File: src/rtl/res_pkg.sv
// Shared types, constants and the lane-count to byte-enable helper for the
// result packer.
package res_pkg;

  typedef logic [31:0] word_t;
  typedef logic [3:0]  be_t;

  typedef struct packed {
    be_t   be;
    word_t word;
  } entry_t;

  localparam int LANES = 4;

  // Byte enables for a word holding n bytes, filled from lane 0 upward.
  function automatic be_t lane_be(input logic [2:0] n);
    be_t be;
    case (n)
      3'd0:    be = 4'b0000;
      3'd1:    be = 4'b0001;
      3'd2:    be = 4'b0011;
      3'd3:    be = 4'b0111;
      default: be = 4'b1111;
    endcase
    return be;
  endfunction

endpackage

File: src/rtl/res_fifo.sv
// Show-ahead synchronous FIFO of {be, word} entries. The head is presented
// combinationally from storage and reads as zero while the FIFO is empty.
module res_fifo
  import res_pkg::*;
#(
  parameter int DEPTH = 8
) (
  input  logic                     clk_i,
  input  logic                     reset_i,
  input  logic                     push,
  input  entry_t                   din,
  input  logic                     pop,
  output entry_t                   dout,
  output logic                     full,
  output logic                     empty,
  output logic [$clog2(DEPTH):0]   count
);

  localparam int AW = $clog2(DEPTH);

  entry_t        mem [DEPTH];
  logic [AW-1:0] wr_ptr;
  logic [AW-1:0] rd_ptr;
  logic [AW:0]   cnt;
  logic          do_push;
  logic          do_pop;

  assign do_push = push && !full;
  assign do_pop  = pop && !empty;

  // Pointers and occupancy; DEPTH is a power of two so pointers wrap naturally.
  always_ff @(posedge clk_i or negedge reset_i) begin
    if (!reset_i) begin
      wr_ptr <= '0;
      rd_ptr <= '0;
      cnt    <= '0;
    end else begin
      if (do_push) begin
        wr_ptr <= wr_ptr + 1'b1;
      end
      if (do_pop) begin
        rd_ptr <= rd_ptr + 1'b1;
      end
      case ({do_push, do_pop})
        2'b10:   cnt <= cnt + 1'b1;
        2'b01:   cnt <= cnt - 1'b1;
        default: cnt <= cnt;
      endcase
    end
  end

  // Entry storage.
  always_ff @(posedge clk_i) begin
    if (do_push) begin
      mem[wr_ptr] <= din;
    end
  end

  assign full  = (cnt == (AW + 1)'(DEPTH));
  assign empty = (cnt == '0);
  assign count = cnt;
  assign dout  = empty ? '0 : mem[rd_ptr];

endmodule

File: src/rtl/res_packer.sv
// Packs accepted result bytes little-endian into 32-bit words, queues them in
// a small FIFO, and tracks byte count, checksum and end-of-run completion.
module res_packer
  import res_pkg::*;
#(
  parameter int LENGTH = 2000000,
  parameter int DEPTH  = 8
) (
  input  logic        clk_i,
  input  logic        reset_i,
  input  logic        res_valid_i,
  input  logic [7:0]  res_i,
  output logic        res_ready_o,
  input  logic        flush_i,
  output logic        word_valid_o,
  output logic [31:0] word_o,
  output logic [3:0]  be_o,
  input  logic        word_ready_i,
  output logic [31:0] byte_cnt_o,
  output logic [31:0] sum_o,
  output logic        done_o
);

  localparam int          AW    = $clog2(DEPTH);
  localparam logic [31:0] LEN32 = 32'(LENGTH);

  logic [1:0]  lane_cnt;
  word_t       asm_word;
  logic        pend_flush;
  logic        auto_flush;
  logic        done;
  logic [31:0] byte_cnt;
  logic [31:0] sum;

  logic        accept;
  logic        flush_req;
  logic        full_push;
  logic        flush_push;
  logic        push;
  logic        pop;
  logic [2:0]  lane_fill;
  word_t       word_fill;
  entry_t      push_entry;
  entry_t      head;
  logic        fifo_full;
  logic        fifo_empty;
  logic [AW:0] fifo_count;

  assign res_ready_o = !fifo_full && !done;
  assign accept      = res_valid_i && res_ready_o;
  assign pop         = !fifo_empty && word_ready_i;
  assign flush_req   = flush_i || auto_flush || pend_flush;

  // Merge the incoming byte first, then decide whether a full or flushed word leaves.
  always_comb begin
    lane_fill  = {1'b0, lane_cnt};
    word_fill  = asm_word;
    if (accept) begin
      word_fill[{lane_cnt, 3'b000} +: 8] = res_i;
      lane_fill                          = {1'b0, lane_cnt} + 3'd1;
    end else begin
      word_fill = asm_word;
    end
    full_push  = (lane_fill == 3'd4);
    flush_push = flush_req && !fifo_full && !full_push && (lane_fill != 3'd0);
    push       = full_push || flush_push;
    push_entry = '{be: lane_be(lane_fill), word: word_fill};
  end

  // Lane assembly, counters, pending flush and sticky completion.
  always_ff @(posedge clk_i or negedge reset_i) begin
    if (!reset_i) begin
      lane_cnt   <= 2'd0;
      asm_word   <= '0;
      pend_flush <= 1'b0;
      auto_flush <= 1'b0;
      done       <= 1'b0;
      byte_cnt   <= 32'd0;
      sum        <= 32'd0;
    end else begin
      if (push) begin
        lane_cnt <= 2'd0;
        asm_word <= '0;
      end else begin
        lane_cnt <= lane_fill[1:0];
        asm_word <= word_fill;
      end
      if (accept) begin
        byte_cnt <= byte_cnt + 32'd1;
        sum      <= sum + {24'd0, res_i};
      end
      auto_flush <= accept && (byte_cnt + 32'd1 == LEN32);
      // A flush seen while full waits for the first non-full cycle.
      if (flush_req && fifo_full) begin
        pend_flush <= 1'b1;
      end else if (flush_req) begin
        pend_flush <= 1'b0;
      end
      if ((byte_cnt == LEN32) && (lane_cnt == 2'd0) && !pend_flush && (fifo_count == '0)) begin
        done <= 1'b1;
      end
    end
  end

  res_fifo #(.DEPTH(DEPTH)) u_fifo (
    .clk_i   (clk_i),
    .reset_i (reset_i),
    .push    (push),
    .din     (push_entry),
    .pop     (pop),
    .dout    (head),
    .full    (fifo_full),
    .empty   (fifo_empty),
    .count   (fifo_count)
  );

  assign word_valid_o = !fifo_empty;
  assign word_o       = head.word;
  assign be_o         = head.be;
  assign byte_cnt_o   = byte_cnt;
  assign sum_o        = sum;
  assign done_o       = done;

endmodule

File: config.mk
export PLATFORM = sky130hd
export DESIGN_NAME = res_packer
export DESIGN_NICKNAME = d
export VERILOG_FILES = /design/src/rtl/res_pkg.sv /design/src/rtl/res_fifo.sv /design/src/rtl/res_packer.sv
export SDC_FILE = /design/constraint.sdc
export NUM_CORES = 1
export LEC_CHECK = 0
export BUFFER_PORTS_ARGS = -buffer_cell sky130_fd_sc_hd__buf_2
export CELL_PAD_IN_SITES_DETAIL_PLACEMENT = 2
export CELL_PAD_IN_SITES_GLOBAL_PLACEMENT = 2
export CORE_ASPECT_RATIO = 1.1
export CORE_MARGIN = 2
export CORE_UTILIZATION = 41
export CTS_BUF_LIST = sky130_fd_sc_hd__clkbuf_8
export CTS_CLUSTER_DIAMETER = 100
export CTS_CLUSTER_SIZE = 28
export DETAILED_ROUTE_END_ITERATION = 12
export GPL_ROUTABILITY_DRIVEN = 0
export PLACE_DENSITY = 0.79
export SLEW_MARGIN = 40
export SYNTH_ARGS = -nofsm -noshare
export SYNTH_HDL_FRONTEND = slang
export SYNTH_SLANG_ARGS = --single-unit
File: constraint.sdc
create_clock -name clk_i -period 5.6 [get_ports clk_i]
set_clock_uncertainty 0.05 [all_clocks]
set_input_delay 1.4 -clock clk_i [delete_from_list [all_inputs] [get_ports clk_i]]
set_output_delay 1.4 -clock clk_i [all_outputs]
set_load 0.005 [all_outputs]
-- Word level (Yosys, flattened, before mapping)
Memories as Yosys holds them, arrays and structs flattened.
Cells that the tools add are included.
- eq/ne operators: 9
- add/subtract/negate cells: 8
- $mul: 0
- bitwise logic cells: 0
- mux-type cells: 12
- magnitude comparators: 0
- reduce and logical (&&, ||, !) cells: 27
- div/mod/pow operators: 0
- shifts and indexed selects: 2
- operators by type and width (kind ; count):
    equality test 32 x 21 -> 1 bit (second input constant) ; 2
    two-way mux 32 bit ; 2
    two-way mux 36 bit ; 1
    adder 32 x 1 -> 32 bit (second input constant) ; 1
    adder 32 x 8 -> 32 bit ; 1
    bitwise mux 32 bit ; 1
    variable shift 8 x 7 -> 32 bit (first input constant) ; 1
    variable part select 8 x 7 -> 32 bit ; 1
    case mux 4 bit (4 select lines) ; 1
    logical AND 1 bit ; 13
    case mux 4 bit (2 select lines) ; 1
    negator 5 -> 7 bit ; 1
    adder 3 x 1 -> 3 bit (second input constant) ; 2
    equality test 3 x 2 -> 1 bit (second input constant) ; 2
    zero test 1 bit ; 5
    adder 4 x 1 -> 4 bit (second input constant) ; 1
    equality test 4 bit (second input constant) ; 1
    zero test 4 bit ; 1
    two-way mux 1 bit ; 4
    nonzero test 2 bit ; 2
    subtractor 4 x 1 -> 4 bit (second input constant) ; 1
    adder 2 x 1 -> 3 bit (second input constant) ; 1
    equality test 3 x 1 -> 1 bit (second input constant) ; 1
    equality test 3 bit (second input constant) ; 1
    other kinds (8) ; 10
- flip-flop bits (word level): 111
- memories kept: 1
- word-level logic and storage cells: 69
- latch bits: 0
- memory bits (read-only): 0
- input port bits: 13
- output and inout bits: 103
- bits in writable memories: 288
- memories (name ; depth ; bits a word ; rd ports ; clocked after memory_dff ; wr ports ; line ; source):
    u_fifo.mem ; 8 ; 36 ; 1 ; 0 ; 1 ; res_fifo.sv:21 ; entry_t mem [DEPTH];

-- Logic depth before layout (Yosys ltp)
Gate-level depths: netlist (run 1).
- word-level depth: 13
- gate-level depth with buffers: 16

-- Cells and area by module
A second synthesis (run 1) with hierarchy kept.
- cell total of the unflattened synthesis: 1137
- area, all modules: 17229.0 sq um
- by module, submodules not included (module ; cells each ; times used ; sequential area each (sq um) ; area an instance (sq um)):
    res_fifo ; 517 ; 1 ; 8898.5 ; 11568.6
    res_packer ; 620 ; 1 ; 2527.4 ; 5660.4

-- Worst setup path before layout (run 1)
No wires, ideal clock.
- kind: input to register
- start point: input res_valid_i
- end point: memory u_fifo.mem[3][0] in the netlist's numbering, enable pin
- arrival time: 5115 ps
- stages on the path: 7
- data required time: 5068 ps
- path buffers: 1
- path slack: -46 ps
- library setup time: 482 ps
- path through: nor3b_2 > nand2b_1 > mux2i_1 > o21ai_1 > buf_2 > nand2_1 > nor3b_1
- longest elaborated chain between the ends: 10
- elaborated cells on any way between the ends: 11
- ends and longest elaborated chain (item ; line ; source):
    start: declaration ; res_packer.sv:11 ; input logic res_valid_i,
    logical AND 1 bit * ; res_packer.sv:50 ; assign accept = res_valid_i && res_ready_o;
    two-way mux 3 bit * ; res_packer.sv:58 ; if (accept) begin
    equality test 3 bit ; res_packer.sv:64 ; full_push = (lane_fill == 3'd4);
    zero test 1 bit ; res_packer.sv:65 ; flush_push = flush_req && !fifo_full && !full_push && (lane_fill != 3'd0);
    logical AND 1 bit (2 in series) ; res_packer.sv:65 ;
    logical OR 1 bit * ; res_packer.sv:66 ; push = full_push || flush_push;
    logical AND 1 bit * ; res_fifo.sv:28 ; assign do_push = push && !full;
    two-way mux 1 bit * ; res_fifo.sv:54 ; if (do_push) begin
    two-way mux 1 bit (implied by the code) * ; res_fifo.sv:55 ; mem[wr_ptr] <= din;
    end: declaration ; res_fifo.sv:21 ;
Mark *: on every way between the ends. The rest lies on a longest branch, timed or not.

-- Worst setup path after layout (run 1)
- start point: register u_fifo.rd_ptr[0]
- end point: output word_o[6]
- longest elaborated chain between the ends: 2
- ends and longest elaborated chain (item ; line ; source):
    start: declaration ; res_fifo.sv:23 ; logic [AW-1:0] rd_ptr;
    start signal: assignment ; res_fifo.sv:42 ; rd_ptr <= rd_ptr + 1'b1;
    memory (8 x 36 bit) ; - ;
    two-way mux 36 bit ; res_fifo.sv:62 ; assign dout = empty ? '0 : mem[rd_ptr];
    end: declaration ; res_packer.sv:16 ; output logic [31:0] word_o,
No other way between the ends.

==> impl_metrics.env, run 1 <==
export IMPL_finalSetupViolCount=0
export IMPL_htreeDepth=1
export IMPL_dieArea_um2=42800
export IMPL_drc=0
export IMPL_syn_area_per_cell_um2=15.3
export IMPL_crit_type="flip-flop to primary output"
export IMPL_cts_buffers_inserted=18
export IMPL_grt_pass1_vias=10900
export IMPL_max_freq_ghz=0.234
export IMPL_top_level_ports=116
export IMPL_core_area_um2=40400
export IMPL_cts_setup_buffers=0
export IMPL_crit_required_ps=4150
export IMPL_fin_area_um2=18500
export IMPL_ys_ff_latch=399
export IMPL_final_nets=1243
export IMPL_cp_start_kind="flip-flop"
export IMPL_syn_area_um2=16900
export IMPL_r2r_slack_ps=1610
export IMPL_drive_gt1_share_pct=22.1
export IMPL_grt_pass1_wl_um=68300
export IMPL_worstMarginPinSlew_ps=797
export IMPL_detail_route_antenna_nets=0
export IMPL_critPathCaptureType="primary output"
export IMPL_cts_tree="done"
export IMPL_grt_antenna_before_repair=1
export IMPL_hold_viol=0
export IMPL_initial_core_util_pct=41.8
export IMPL_io_buffers=115
export IMPL_syn_num_nets=1135
export IMPL_die_w_um=197
export IMPL_cts_sinks=399
export IMPL_cts_hold_buf=0
export IMPL_rsz0062_at_grt="false"
export IMPL_ys_types=60
export IMPL_min_period_ps=4270
export IMPL_placed_area_um2=18200
export IMPL_dr_first_iter_drc_count=465
export IMPL_vias_per_cell=5.59
export IMPL_whs_ps=447
export IMPL_root_buffer="clkbuf_8"
export IMPL_synth_edf_count=288
export IMPL_hp_class="flip-flop to flip-flop"
export IMPL_grt_usage_pct=21.1
export IMPL_ctsResizeCount=0
export IMPL_synth_seq_area_share_pct=67.7
export IMPL_grt_max_degree=50
export IMPL_synth_top_flop_cell="edfxtp_1"
export IMPL_drt_first_pass_iters=4
export IMPL_slew_headroom_pct=46.5
export IMPL_grt_overflow=0
export IMPL_num_rows=77
export IMPL_vias=9701
export IMPL_async_reset_ff_share_pct=27.8
export IMPL_period_share_pct=76.3
export IMPL_worstSkewPairLatency_ps=620
export IMPL_status="finished, final reports clean"
export IMPL_dp_final_hpwl_um=29700
export IMPL_synth_warning_count=0
export IMPL_area_growth_syn_to_layout_pct=9.58
export IMPL_fin_tns_setup_ps=0
export IMPL_cp_arrival_ps=2820
export IMPL_wl_um=44200
export IMPL_die_h_um=217
export IMPL_wl_per_cell_um=25.5
export IMPL_clk_pin_slew_worst_paths_ps=160
export IMPL_cts_max_path_buffers=3
export IMPL_final_max_slew_viol_count=0
export IMPL_powerDensity_nw_per_um2=432
export IMPL_ir_worst_vdd_mv=0.210
export IMPL_p_leak_nw=6.90
export IMPL_critPathMaxFanout=28
export IMPL_drv_cap=0
export IMPL_syn_inst=1101
==> layout by cell type (no fill, tap or decap), drive strengths merged, types with 3 or more instances in the layout <==
cell and count:
clkbuf 18, and4 7, o21ai 32, and3 7, mux4 72, ha 20
xor2 25, nand2 117, dfrtp 111, nand4 21, edfxtp 288, a21oi 31
nand3 39, nor3 20, nor2 68, mux2i 38, buf 139, nand2b 8
clkinv 6, nor4 12, or3 3, nor3b 8, nor2b 20, inv 24
mux2 4, xnor2 53
==> where the power goes <==
part	switching, W	internal, W
combinational	0.00147	0.00125
clock	0.000896	0.000318
sequential	0.000410	0.00364
==> cell usage after synthesis (all sizes together), types with 3 or more instances <==
| cell type | count | area, µm² |
|---|---|---|
| nand3 | 39 | 200 |
| nand4 | 21 | 146 |
| mux2i | 38 | 380 |
| nor4 | 12 | 96.3 |
| clkbuf | 28 | 106 |
| or3 | 3 | 18.8 |
| xor2 | 25 | 219 |
| mux2 | 4 | 45.0 |
| mux4 | 72 | 1620 |
| nor2 | 68 | 258 |
| ha | 20 | 250 |
| o21ai | 32 | 160 |
| nand2b | 8 | 50.1 |
| nor3b | 8 | 65.1 |
| nor2b | 20 | 125 |
| and3 | 7 | 43.8 |
| nor3 | 20 | 110 |
| edfxtp | 288 | 8650 |
| a21oi | 31 | 155 |
| xnor2 | 53 | 464 |
| buf | 23 | 108 |
| inv | 14 | 52.6 |
| and4 | 7 | 61.3 |
| dfrtp | 111 | 2780 |
| nand2 | 117 | 439 |
==> sequential cells by signal, summed over array words and instances, names as in the netlist <==
name	count
byte_cnt_o	32
done_o	1
auto_flush	1
u_fifo.wr_ptr	3
lane_cnt	2
pend_flush	1
asm_word	32
u_fifo.count	4
u_fifo.mem	288
sum_o	32
u_fifo.rd_ptr	3
==> routing by layer <==
metal | routed length [µm] | vias to the layer above | share of wire, % | global-route usage, %
li1 | - | 4330 | - | -
met1 | 19300 | 5127 | 44 | 28.6
met2 | 22500 | 202 | 51 | 37.0
met3 | 1580 | 42 | 3.6 | 2.43
met4 | 858 | 0 | 1.9 | 4.19
met5 | 0 | - | 0 | 0
==> logic make-up after synthesis <==
| kind of cell | count (synthesis) | synth area share (%) |
|---|---|---|
| xor+xnor | 78 | 4.05 |
| simple gates | 339 | 10.0 |
| fa+ha+maj | 21 | 1.60 |
| flops | 399 | 67.7 |
| mux | 114 | 12.1 |
| buf+inv | 67 | 1.62 |
| compound gates | 83 | 2.90 |
==> stage by stage <==
stage               cells  worst slack [ps]  power (W)  utilization [%]
floorplan            1101             -46.2    0.00577                -
global placement     1702              1190    0.00672             44.9
detailed placement   1702              1290    0.00691             45.0
CTS                  1734              1170    0.00813             45.8
global route         1734              1080    0.00844             45.8
finish               1735              1330    0.00799             45.8
==> layout make-up <==
class / instances / area [µm²]
fillers: 3880 / 21900
clock inverters: 14 / 73.8
diodes: 1 / 2.50
repair buffers: 139 / 771
well taps: 513 / 642
inverters: 16 / 60.1
flip-flops and latches: 399 / 11400
clock buffers: 18 / 248
multi-input cells: 635 / 5270
==> final timing paths <==
check	from	to	depth (start not counted)
setup / recovery	u_fifo.rd_ptr[0]$_DFFE_PN0P_	word_o[6]	5
hold / removal	sum_o[31]$_DFFE_PN0N_	sum_o[31]$_DFFE_PN0N_	1
setup reg to reg	lane_cnt[0]$_DFF_PN0_	u_fifo.mem[4][27]$_DFFE_PP_	8
hold reg to reg	sum_o[31]$_DFFE_PN0N_	sum_o[31]$_DFFE_PN0N_	1
max in group asynchronous	reset_i	sum_o[13]$_DFFE_PN0N_	2
min in group asynchronous	reset_i	sum_o[28]$_DFFE_PN0N_	1
==> critical path: stages (launching register included) <==
cell	delay (ps)
dfrtp_4	640
buf_4	540
mux4_2	570
mux2i_1	260
nor2_1	80
buf_2	130
(Power assumes the default switching activity.)
==> run 2, diff against run 1 <==
--- a/config.mk
+++ b/config.mk
@@ -10,13 +10,13 @@
 export CELL_PAD_IN_SITES_GLOBAL_PLACEMENT = 2
 export CORE_ASPECT_RATIO = 1.1
 export CORE_MARGIN = 2
-export CORE_UTILIZATION = 41
+export CORE_UTILIZATION = 46
 export CTS_BUF_LIST = sky130_fd_sc_hd__clkbuf_8
 export CTS_CLUSTER_DIAMETER = 100
 export CTS_CLUSTER_SIZE = 28
 export DETAILED_ROUTE_END_ITERATION = 12
 export GPL_ROUTABILITY_DRIVEN = 0
-export PLACE_DENSITY = 0.79
+export PLACE_DENSITY = 0.84
 export SLEW_MARGIN = 40
 export SYNTH_ARGS = -nofsm -noshare
 export SYNTH_HDL_FRONTEND = slang
==> constraint.sdc (replaced) <==
create_clock -name clk_i -period 4.4 [get_ports clk_i]
set_clock_uncertainty 0.05 [all_clocks]
set_input_delay 1.1 -clock clk_i [delete_from_list [all_inputs] [get_ports clk_i]]
set_output_delay 1.1 -clock clk_i [all_outputs]
set_load 0.005 [all_outputs]
==> run 2 against run 1 <==
  * Design area increased by 0.45%
  * Non-clock buffer count grew 16
  * Largest power group unchanged
  * Global-route usage grew 4.7 points
  * Total power rose by 30%
  * Critical path type unchanged
  * Largest cell class unchanged
==> impl_metrics.env, run 2 (same netlist as run 1, synthesis figures left out) <==
export IMPL_status="finished, final reports clean"
export IMPL_dp_final_hpwl_um=33100
export IMPL_dr_first_iter_drc_count=537
export IMPL_multiInputGateArea_um2=5260
export IMPL_num_rows=73
export IMPL_drt_first_pass_iters=4
export IMPL_ctsResizeCount=0
export IMPL_cts_setup_buffers=0
export IMPL_fin_cells=1724
export IMPL_critPathCaptureType="primary output"
export IMPL_vias_per_cell=5.88
export IMPL_largest_reg_flops=288
export IMPL_die_w_um=187
export IMPL_mostFrequentLayoutCell="edfxtp_1"
export IMPL_ir_worst_vdd_mv=0.238
export IMPL_p_total_w=0.0104
export IMPL_critPathMaxFanout=22
export IMPL_slew_headroom_pct=43.4
export IMPL_cts_buffers_inserted=18
export IMPL_largest_register="u_fifo.mem"
export IMPL_initial_core_util_pct=46.7
export IMPL_min_period_ps=4060
export IMPL_grt_pass1_vias=11400
export IMPL_htreeDepth=1
export IMPL_die_h_um=205
export IMPL_pwr_share_comb_pct=35.9
export IMPL_crit_family="multiplexers"
export IMPL_route_met2_wl_um=25000
export IMPL_worstSkewPairLatency_ps=620
export IMPL_worstPathCellList="buf_4, mux4_2, mux2i_1, nor2_1, buf_2"
export IMPL_dpl_worst_slack_ps=572
export IMPL_place_inst=1692
export IMPL_top_layer_used="met5"
export IMPL_power_switching_w=0.00367
export IMPL_netSwitchingFraction_pct=35.4
export IMPL_regArea_um2=11400
export IMPL_slowest_stage="dfrtp_4"
export IMPL_grt_usage_pct=25.8
export IMPL_hp_class="input port to asynchronous set/reset pin"
export IMPL_wirelength_met1_um=19700
export IMPL_cts_hold_buf=0
export IMPL_startpoint="u_fifo.rd_ptr[0]$_DFFE_PN0P_"
export IMPL_utilization_pct=51.4
export IMPL_p_seq_share_pct=49.1
export IMPL_finalSetupViolCount=0
export IMPL_root_buffer="clkbuf_8"
export IMPL_crit_required_ps=3250
export IMPL_p_leak_nw=7.00
export IMPL_wl_per_cell_um=28.0
export IMPL_cp_arrival_ps=2910
export IMPL_power_frac_clock_pct=15.0
export IMPL_fillers=3430
export IMPL_rsz0062_at_grt="false"
export IMPL_slowest_delay_ps=650
export IMPL_wl_um=48200
export IMPL_dieArea_um2=38200
export IMPL_wl_met3_um=2180
export IMPL_vias=10100
export IMPL_critPathBufInv=2
export IMPL_fin_area_um2=18600
export IMPL_clk_pin_slew_worst_paths_ps=170
export IMPL_powerDensity_nw_per_um2=558
export IMPL_grt_max_degree=58
export IMPL_io_buffers=115
export IMPL_drv_cap=0
export IMPL_layout_common_cells="edfxtp_1 (288), nand2_1 (117), buf_2 (114)"
export IMPL_hold_viol=0
export IMPL_cp_start_kind="flip-flop"
export IMPL_core_area_um2=36200
export IMPL_area_growth_syn_to_layout_pct=10.1
export IMPL_final_max_slew_viol_count=0
export IMPL_drc=0
export IMPL_cts_tree="done"
export IMPL_detail_route_antenna_nets=0
export IMPL_crit_type="flip-flop to primary output"
export IMPL_drive_gt1_share_pct=22.8
export IMPL_worstMarginPinSlew_ps=849
export IMPL_diodes=0
export IMPL_rr_startpoint="lane_cnt[0]$_DFF_PN0_"
export IMPL_max_freq_ghz=0.247
export IMPL_placed_area_um2=18200
export IMPL_period_share_pct=92.2
export IMPL_timing_final_ws_setup_ps=344
export IMPL_grt_overflow=0
export IMPL_final_nets=1259
export IMPL_grt_antenna_before_repair=2
export IMPL_cts_max_path_buffers=3
export IMPL_top_level_ports=116
export IMPL_cts_sinks=399
export IMPL_grt_pass1_wl_um=73800
export IMPL_p_int_w=0.00669
[run 2: cell types whose count changed in the layout (fill, tap and decap cells not counted), moves of 2 or more]
cell      delta
buf_4       +15
clkinv_4     -3
dfrtp_2      +2
dfrtp_4      -2
inv_1        +2
nor3b_1      +2
nor3b_2      -3
o21ai_0      +6
o21ai_1      -7
o21ai_2      +2
[run 2: worst paths after layout]
check	slack [ps]	endpoint	cells after the start
worst max-delay path	340	word_o[18]	5
worst min-delay path	370	sum_o[25]$_DFFE_PN0N_	1
worst max register to register	700	u_fifo.mem[4][4]$_DFFE_PP_	8
worst min register to register	430	sum_o[31]$_DFFE_PN0N_	1
max in group asynchronous	3150	asm_word[21]$_DFF_PN0_	2
min in group clk_i	430	sum_o[31]$_DFFE_PN0N_	1
[run 2: power by group through the flow]
stage               logic (W)  clock network [W]  registers, W
finish                0.00372            0.00156       0.00509
global route          0.00405            0.00171       0.00514
CTS                   0.00379            0.00160       0.00509
detailed placement    0.00376                  0       0.00517
global placement      0.00349                  0       0.00509
floorplan             0.00243                  0       0.00491
[run 2: worst reg2reg max path, stage by stage, from the launching register on]
cell      delay (ps)
dfrtp_1          490
clkinv_1         320
ha_1             500
nand2b_1         220
mux2i_1          140
o21ai_2          500
nand2b_1         370
nor3b_4          290
buf_4            450
[run 2: stage by stage]
stage | hold slack, ps | TNS [ps]
5_1_grt | 385 | 0
6_report | 370 | 0
2_1_floorplan | 406 | -140530
3_5_place_dp | 416 | 0
3_3_place_gp | 408 | 0
4_1_cts | 441 | 0
[run 2: final cells by class]
type | count | share of cell area [%]
Sequential cell | 399 | 61.5
Multi-Input combinational cell | 635 | 28.3
Timing Repair Buffer | 155 | 4.81
Tap cell | 487 | 3.28
Clock buffer | 19 | 1.41
Clock inverter | 13 | 0.370
Inverter | 16 | 0.323
[run 2: layer usage]
metal | global-route usage [%] | vias up
met5 | 0 | -
met1 | 32.6 | 5412
met3 | 4.04 | 81
li1 | - | 4355
met2 | 46.1 | 280
met4 | 7.48 | 4
